--- src/rtl/scan_io_memory_bank_pkg.sv ---
// Shared definitions for the scan-chained I/O memory bank.
//   LEVEL_LSB  : bit position of the synchronised button levels in the status word
//   flag_lsb() : bit position of the sticky rising-edge flags in the status word
//   chain_len(): total scan chain length in bits (words * word width)
package scan_io_pkg;

   localparam int LEVEL_LSB = 0;

   function automatic int flag_lsb(input int btn_width);
      return btn_width;
   endfunction

   function automatic int chain_len(input int mem_size, input int data_width);
      return mem_size * data_width;
   endfunction

endpackage

--- src/rtl/scan_io_memory_bank_if.sv ---
// CPU-side bus of the memory bank.
//   address      : word address (master -> slave)
//   data_in      : write data (master -> slave)
//   write_enable : write strobe (master -> slave)
//   data_out     : combinational read data (slave -> master)
interface scan_io_memory_bank_if #(
   parameter int ADDR_WIDTH = 5,
   parameter int DATA_WIDTH = 8
);
   logic [ADDR_WIDTH-1:0] address;
   logic [DATA_WIDTH-1:0] data_in;
   logic                  write_enable;
   logic [DATA_WIDTH-1:0] data_out;

   modport master (output address, output data_in, output write_enable, input data_out);
   modport slave  (input address, input data_in, input write_enable, output data_out);
endinterface

--- src/rtl/scan_io_memory_bank_btn.sv ---
// Multi-flop synchroniser with rising-edge detect for one asynchronous input.
//   clk      : system clock
//   rst      : synchronous reset, active low
//   async_in : asynchronous pin
//   level    : synchronised level (last synchroniser stage)
//   rise     : high for the cycle in which level first reads 1
module btn_sync_edge #(
   parameter int SYNC_STAGES = 2
) (
   input  logic clk,
   input  logic rst,
   input  logic async_in,
   output logic level,
   output logic rise
);
   logic [SYNC_STAGES-1:0] r_sync;
   logic                   r_prev;

   always_ff @(posedge clk) begin
      if (!rst) begin
         r_sync <= '0;
         r_prev <= 1'b0;
      end else begin
         r_sync <= {r_sync[SYNC_STAGES-2:0], async_in};
         r_prev <= r_sync[SYNC_STAGES-1];
      end
   end

   assign level = r_sync[SYNC_STAGES-1];
   assign rise  = level & ~r_prev;
endmodule

--- src/rtl/scan_io_memory_bank.sv ---
// Scan-chained memory bank with LED output word and button status word.
//   clk, rst          : system clock, synchronous active-low reset
//   bus               : CPU bus (address, data_in, write_enable, data_out)
//   scan_enable       : shift the whole chain one bit per edge
//   scan_in, scan_out : chain serial in/out (out = MSB of the last word)
//   scan_done         : one-cycle pulse after a full chain length was shifted
//   btn_in            : asynchronous buttons; read back at IO_IN_ADDR
//   led_out           : low bits of word IO_OUT_ADDR
module scan_io_memory_bank
   import scan_io_pkg::*;
#(
   parameter int ADDR_WIDTH  = 5,
   parameter int DATA_WIDTH  = 8,
   parameter int MEM_SIZE    = 32,
   parameter int IO_OUT_ADDR = 15,
   parameter int IO_IN_ADDR  = 14,
   parameter int BTN_WIDTH   = 2,
   parameter int LED_WIDTH   = 7,
   parameter int SYNC_STAGES = 2
) (
   input  logic                 clk,
   input  logic                 rst,
   scan_io_memory_bank_if.slave bus,
   input  logic                 scan_enable,
   input  logic                 scan_in,
   output logic                 scan_out,
   output logic                 scan_done,
   input  logic [BTN_WIDTH-1:0] btn_in,
   output logic [LED_WIDTH-1:0] led_out
);
   localparam int LP_CHAIN   = chain_len(MEM_SIZE, DATA_WIDTH);
   localparam int LP_CNT_W   = $clog2(LP_CHAIN);
   localparam int LP_IDX_W   = (MEM_SIZE > 1) ? $clog2(MEM_SIZE) : 1;
   localparam int LP_FLAG_LSB = flag_lsb(BTN_WIDTH);
   localparam logic [ADDR_WIDTH:0]   LP_MEM_SIZE = (ADDR_WIDTH+1)'(MEM_SIZE);
   localparam logic [ADDR_WIDTH-1:0] LP_IN_ADDR  = ADDR_WIDTH'(IO_IN_ADDR);
   localparam logic [LP_CNT_W-1:0]   LP_CNT_LAST = LP_CNT_W'(LP_CHAIN - 1);

   logic [DATA_WIDTH-1:0] r_mem [MEM_SIZE];
   logic [BTN_WIDTH-1:0]  r_flag;
   logic [LP_CNT_W-1:0]   r_scan_cnt;
   logic                  r_scan_done;

   logic [BTN_WIDTH-1:0]  w_level;
   logic [BTN_WIDTH-1:0]  w_rise;
   logic                  w_in_range;
   logic                  w_is_io_in;
   logic                  w_wr_mem;
   logic                  w_wr_clr;
   logic [LP_IDX_W-1:0]   w_idx;
   logic [DATA_WIDTH-1:0] w_io_word;

   for (genvar g = 0; g < BTN_WIDTH; g++) begin : g_btn
      btn_sync_edge #(.SYNC_STAGES(SYNC_STAGES)) u_btn (
         .clk      (clk),
         .rst      (rst),
         .async_in (btn_in[g]),
         .level    (w_level[g]),
         .rise     (w_rise[g])
      );
   end

   assign w_in_range = {1'b0, bus.address} < LP_MEM_SIZE;
   assign w_is_io_in = bus.address == LP_IN_ADDR;
   assign w_idx      = bus.address[LP_IDX_W-1:0];
   assign w_wr_mem   = bus.write_enable && !scan_enable && w_in_range && !w_is_io_in;
   assign w_wr_clr   = bus.write_enable && !scan_enable && w_is_io_in;

   // Storage: the chain shift takes precedence over bus writes.
   always_ff @(posedge clk) begin
      if (!rst) begin
         for (int i = 0; i < MEM_SIZE; i++) r_mem[i] <= '0;
      end else if (scan_enable) begin
         r_mem[0] <= {r_mem[0][DATA_WIDTH-2:0], scan_in};
         for (int i = 1; i < MEM_SIZE; i++)
            r_mem[i] <= {r_mem[i][DATA_WIDTH-2:0], r_mem[i-1][DATA_WIDTH-1]};
      end else if (w_wr_mem) begin
         r_mem[w_idx] <= bus.data_in;
      end
   end

   // Sticky flags: a new rising edge beats a same-cycle write-1-to-clear.
   always_ff @(posedge clk) begin
      if (!rst) begin
         r_flag <= '0;
      end else begin
         for (int i = 0; i < BTN_WIDTH; i++) begin
            if (w_rise[i])
               r_flag[i] <= 1'b1;
            else if (w_wr_clr && bus.data_in[LP_FLAG_LSB + i])
               r_flag[i] <= 1'b0;
         end
      end
   end

   // Chain-length tracking; any gap in scan_enable discards the partial count.
   always_ff @(posedge clk) begin
      if (!rst) begin
         r_scan_cnt  <= '0;
         r_scan_done <= 1'b0;
      end else begin
         r_scan_done <= 1'b0;
         if (!scan_enable) begin
            r_scan_cnt <= '0;
         end else if (r_scan_cnt == LP_CNT_LAST) begin
            r_scan_cnt  <= '0;
            r_scan_done <= 1'b1;
         end else begin
            r_scan_cnt <= r_scan_cnt + 1'b1;
         end
      end
   end

   always_comb begin
      w_io_word = '0;
      w_io_word[LEVEL_LSB +: BTN_WIDTH]   = w_level;
      w_io_word[LP_FLAG_LSB +: BTN_WIDTH] = r_flag;
   end

   always_comb begin
      bus.data_out = '0;
      if (w_is_io_in)
         bus.data_out = w_io_word;
      else if (w_in_range)
         bus.data_out = r_mem[w_idx];
   end

   assign led_out   = r_mem[IO_OUT_ADDR][LED_WIDTH-1:0];
   assign scan_out  = r_mem[MEM_SIZE-1][DATA_WIDTH-1];
   assign scan_done = r_scan_done;
endmodule

--- src/flat_wrapper.sv ---
// flat-port wrapper written by rule: the top's interface ports become plain ports
module scan_io_memory_bank_flat import scan_io_pkg::*;
#(
   parameter int ADDR_WIDTH  = 5,
   parameter int DATA_WIDTH  = 8,
   parameter int MEM_SIZE    = 32,
   parameter int IO_OUT_ADDR = 15,
   parameter int IO_IN_ADDR  = 14,
   parameter int BTN_WIDTH   = 2,
   parameter int LED_WIDTH   = 7,
   parameter int SYNC_STAGES = 2
)
  (clk, rst, scan_enable, scan_in, scan_out, scan_done, btn_in, led_out, bus_address, bus_data_in, bus_write_enable, bus_data_out);
  scan_io_memory_bank_if #(.ADDR_WIDTH(ADDR_WIDTH), .DATA_WIDTH(DATA_WIDTH)) bus_i ();
  input  logic clk;
  input  logic rst;
  input  logic scan_enable;
  input  logic scan_in;
  output logic scan_out;
  output logic scan_done;
  input  logic [BTN_WIDTH-1:0] btn_in;
  output logic [LED_WIDTH-1:0] led_out;
  input wire logic [$bits(bus_i.address)-1:0] bus_address;
  input wire logic [$bits(bus_i.data_in)-1:0] bus_data_in;
  input wire logic [$bits(bus_i.write_enable)-1:0] bus_write_enable;
  output wire logic [$bits(bus_i.data_out)-1:0] bus_data_out;
  assign bus_i.address = bus_address;
  assign bus_i.data_in = bus_data_in;
  assign bus_i.write_enable = bus_write_enable;
  assign bus_data_out = bus_i.data_out;
  scan_io_memory_bank #(.ADDR_WIDTH(ADDR_WIDTH), .DATA_WIDTH(DATA_WIDTH), .MEM_SIZE(MEM_SIZE), .IO_OUT_ADDR(IO_OUT_ADDR), .IO_IN_ADDR(IO_IN_ADDR), .BTN_WIDTH(BTN_WIDTH), .LED_WIDTH(LED_WIDTH), .SYNC_STAGES(SYNC_STAGES)) u_core (.clk(clk), .rst(rst), .bus(bus_i), .scan_enable(scan_enable), .scan_in(scan_in), .scan_out(scan_out), .scan_done(scan_done), .btn_in(btn_in), .led_out(led_out));
endmodule
--- config.mk ---
export PLATFORM = sky130hd
export DESIGN_NAME = scan_io_memory_bank_flat
export DESIGN_NICKNAME = d
export VERILOG_FILES = /design/src/rtl/scan_io_memory_bank_pkg.sv /design/src/rtl/scan_io_memory_bank_if.sv /design/src/rtl/scan_io_memory_bank_btn.sv /design/src/rtl/scan_io_memory_bank.sv /design/src/flat_wrapper.sv
export SDC_FILE = /design/constraint.sdc
export NUM_CORES = 1
export LEC_CHECK = 0
export ABC_AREA = 0
export BUFFER_PORTS_ARGS = -buffer_cell sky130_fd_sc_hd__buf_2
export CAP_MARGIN = 30
export CORE_MARGIN = 10
export CORE_UTILIZATION = 51
export CTS_CLUSTER_SIZE = 40
export DETAILED_ROUTE_END_ITERATION = 12
export PLACE_DENSITY = 0.67
export SETUP_SLACK_MARGIN = 0.4
export SLEW_MARGIN = 10
export SYNTH_ARGS = -nofsm -noshare
export SYNTH_HDL_FRONTEND = slang
export SYNTH_HIERARCHICAL = 1
export SYNTH_SLANG_ARGS = --single-unit
--- constraint.sdc ---
create_clock -name clk -period 3.2 [get_ports clk]
set_input_delay 0.64 -clock clk [delete_from_list [all_inputs] [get_ports clk]]
set_output_delay 0.64 -clock clk [all_outputs]
set_load 0.02 [all_outputs]
==> summary.txt <==
Setup path
  • Slowest-stage cell, CP: mux4_2
  • CP peak stage delay: between 0.5 and 0.6 ns
  • Data required time at the worst endpoint: 2.56 ns
  • Worst setup EP type: primary output
  • Max FO, Critical Path: 2
  • Crit path cell chain: mux4_2 > a22o_4 > a2111oi_4 > a21oi_2 > buf_4
  • Critical Path AT: 2.44 ns
  • R2R Path Start: u_core/r_scan_cnt[0]
  • R2R Path End: u_core/r_scan_cnt[5]
  • Worst reg-to-reg path cell count: 6
  • R2R Setup Slk: 1.82 ns
  • Worst setup SP type: register
  • WS Path Type: reg -> out

Timing
  • Fmax: ~320 MHz
  • Final setup fails: 0
  • Fin. max-slew vios: 0
  • Max transition margin: around 43%
  • RSZ-0062 raised after global routing: yes
  • Worst clock skew: 0.0118 ns
  • Final WS setup: 0.122 ns
  • Final min period: 3.08 ns
  • Hold Vio Cnt, Final: 0
  • Tcrit/Tclk final: 96.2%
  • Actual slew at the worst max-slew pin: 0.862 ns

Synth
  • Cells after synthesis: 1210
  • Mapped Area: 14100 um^2
  • Synth unique cells: 68
  • FF+latch count, synth: 273
  • EDFF count, synth: about 260
  • Post-synthesis sequential area ratio: 56.9%
  • Synth Warn #: 6
  • Synth Area per Inst: between 10 and 15 um^2
  • Syn Nets: 1231
  • Asr flop ratio synth: 0%
  • Ys flop type: edfxtp_1

Clock network
  • H-tree Lvls: 1
  • CTS sink cnt: approximately 270
  • Clk buf depth: 3
  • Worst-path clk slew: 0.06 ns
  • Worst skew pair latency: 0.57 ns
  • TritonCTS clock tree: done
  • Root Buffer: clkbuf_16
  • CTS Buf Count: 30
  • Hold buffer count at cts: 0

Power and ir drop
  • Power density cells: 530 nW/um^2
  • Pwr Total: 8790 uW
  • Peak supply drop: 0.000436 V
  • LEAKAGE: 0.00628 uW

Floorplanning
  • CORE AREA: 27100 um^2
  • Die height: 186 um
  • Initial core utilization: around 52%
  • Boundary Pins: 37
  • Die W: 186 um
  • Die ar.: 34700 um^2
  • Site Rows: 60

Placement
  • Count of input and output buffers: 36
  • Post-Place Cells: about 1600
  • GPL Wtd Cong: 0.983
  • DP Wirelength: 31.2 mm
  • Worst slack at placement: -0.0256 ns

Finish
  • Layout cell share with drive strength beyond 1: 22.7%
  • Non-Filler Instances: 1690
  • Synth-to-Final Area Change: 17.6%
  • ANT cells: 0
  • Layout Nets: 1316
  • Fill cells: roughly 2200

Global route
  • Largest net degree at the start of global routing: 139
  • Initial antenna violation count: 0
  • GRT Util Overall: about a quarter
  • Vias in the first global route: between 10000 and 15000
  • Global-route wire length before repair: slightly below 70 mm
  • GRT overflow: 0

Detailed routing
  • Final Routed Wirelength: 45.6 mm
  • DR WL/cell: 27.0 um
  • DRC: 0
  • Total vias in the final route: 11000
  • Iteration-0 DRC Markers: 1797
  • TritonRoute pass-1 iters: 6
  • Via density: around 6.5
  • Routed Antenna Nets: 0

Hold path
  • Hold wc startpoint: btn_in[1]
  • Hold crit path type: in -> reg
  • Worst hold path depth: 2
  • Min-Delay Endpoint: u_core/g_btn[1].u_btn/r_sync[0]

Run
  • Max-cap violations: 0

Outcome
  • Status: finished clean
## layout make-up
cell class	count	area, um^2	area share (%)
Clock buffer	40	788	4.75
Clock inverter	15	158	0.950
Inverter	9	33.8	0.204
Multi-Input combinational cell	811	5640	34.0
Sequential cell	273	8030	48.4
Tap cell	372	465	2.81
Timing Repair Buffer	170	1480	8.92
## where the power goes
part           switching, uW  total [uW]  internal [uW]
Sequential               210        4390           4180
Combinational            575         996            421
Clock                   1440        3400           1960
Total                   2220        8790           6570
## cell usage in the layout (no fill, tap or decap), drive strengths merged, types with 8 or more instances in the layout
master	instances
inv	9
nand2b	11
mux4	36
o21ai	147
o22ai	8
mux2	8
buf	165
nand2	222
clkinv	12
clkbuf	42
and2	10
a22o	141
mux2i	39
nor2b	10
edfxtp	256
and3	13
a21oi	16
nor2	48
nand3	32
dfxtp	17
## metrics by stage
step	hold slack (ns)	setup TNS (ns)	utilization [%]	area [um^2]
4_1_cts	0.276	0	60.9	16500
3_5_place_dp	0.415	-0.0256	55.8	15100
5_1_grt	0.285	0	61.2	16600
6_report	0.287	0	61.2	16600
3_3_place_gp	0.410	-0.0216	55.7	15100
2_1_floorplan	0.406	0	-	14100
## worst max-delay path by stage
stage,cells after the start,start,slack [ns],endpoint
detailed placement,9,bus_address[0],-0.03,bus_data_out[0]
global placement,9,bus_address[0],-0.02,bus_data_out[0]
CTS,5,u_core/r_mem[31][5],0.14,bus_data_out[5]
finish,5,u_core/r_mem[31][5],0.12,bus_data_out[5]
floorplan,8,bus_address[1],0.43,bus_data_out[6]
global route,5,u_core/r_mem[31][5],0.12,bus_data_out[5]
## synth_stat cells (8+ instances only)
cell | count | area (um^2)
mux4_2 | 36 | 811
o21ai_0 | 63 | 315
buf_4 | 15 | 113
edfxtp_1 | 256 | 7690
and2_1 | 10 | 62.6
nand3_1 | 31 | 155
mux2i_1 | 39 | 390
nand2_1 | 221 | 830
nor2_1 | 36 | 135
a21oi_1 | 16 | 80.1
buf_2 | 36 | 180
o21ai_1 | 84 | 420
and3_1 | 13 | 81.3
nor2b_1 | 8 | 50.1
nand2b_1 | 11 | 68.8
o22ai_1 | 8 | 50.1
inv_1 | 9 | 33.8
a22o_1 | 141 | 1230
nor2_2 | 12 | 75.1
dfxtp_1 | 17 | 340
clkbuf_1 | 58 | 218
## timing repair
item | 4_1_cts | 5_1_grt
setup buffers | 21 | 2
gates resized for setup | 38 | 8
setup endpoints to repair | 8 | 8
gates cloned | 3 | 2
pin swaps | 14 | 8
## kinds of logic after synthesis
| kind of cell | after synthesis | synth area share [%] |
|---|---|---|
| xor gates and xnor gates | 6 | 0.372 |
| and+or+nand+nor | 377 | 12.4 |
| DFF | 273 | 56.9 |
| buffers and inverters | 126 | 4.20 |
| adders and majority gates | 1 | 0.0886 |
| AOI/OAI and AO/OA | 344 | 16.9 |
| muxes | 83 | 9.15 |
## routing by layer
layer | vias to the layer above | share of wire, % | global-route usage, %
met5 | - | 0 | 0
met3 | 103 | 9.6 | 3.82
li1 | 4776 | - | -
met4 | 0 | 3.9 | 8.38
met1 | 5481 | 40 | 34.9
met2 | 683 | 46 | 39.9
## registers in the layout (all words and copies together) (netlist names)
signal                     count
u_core/r_scan_cnt              8
u_core/scan_done               1
u_core/g_btn.u_btn/r_prev      2
u_core/r_mem                 256
u_core/r_flag                  2
u_core/g_btn.u_btn/r_sync      4
## critical path: cells and delay by family (launching register included)
family	cells	cell delay, ns
compound gates	3	0.72
mux	1	0.53
flops	1	0.44
buf+inv	1	0.18
(Power assumes the default switching activity.)
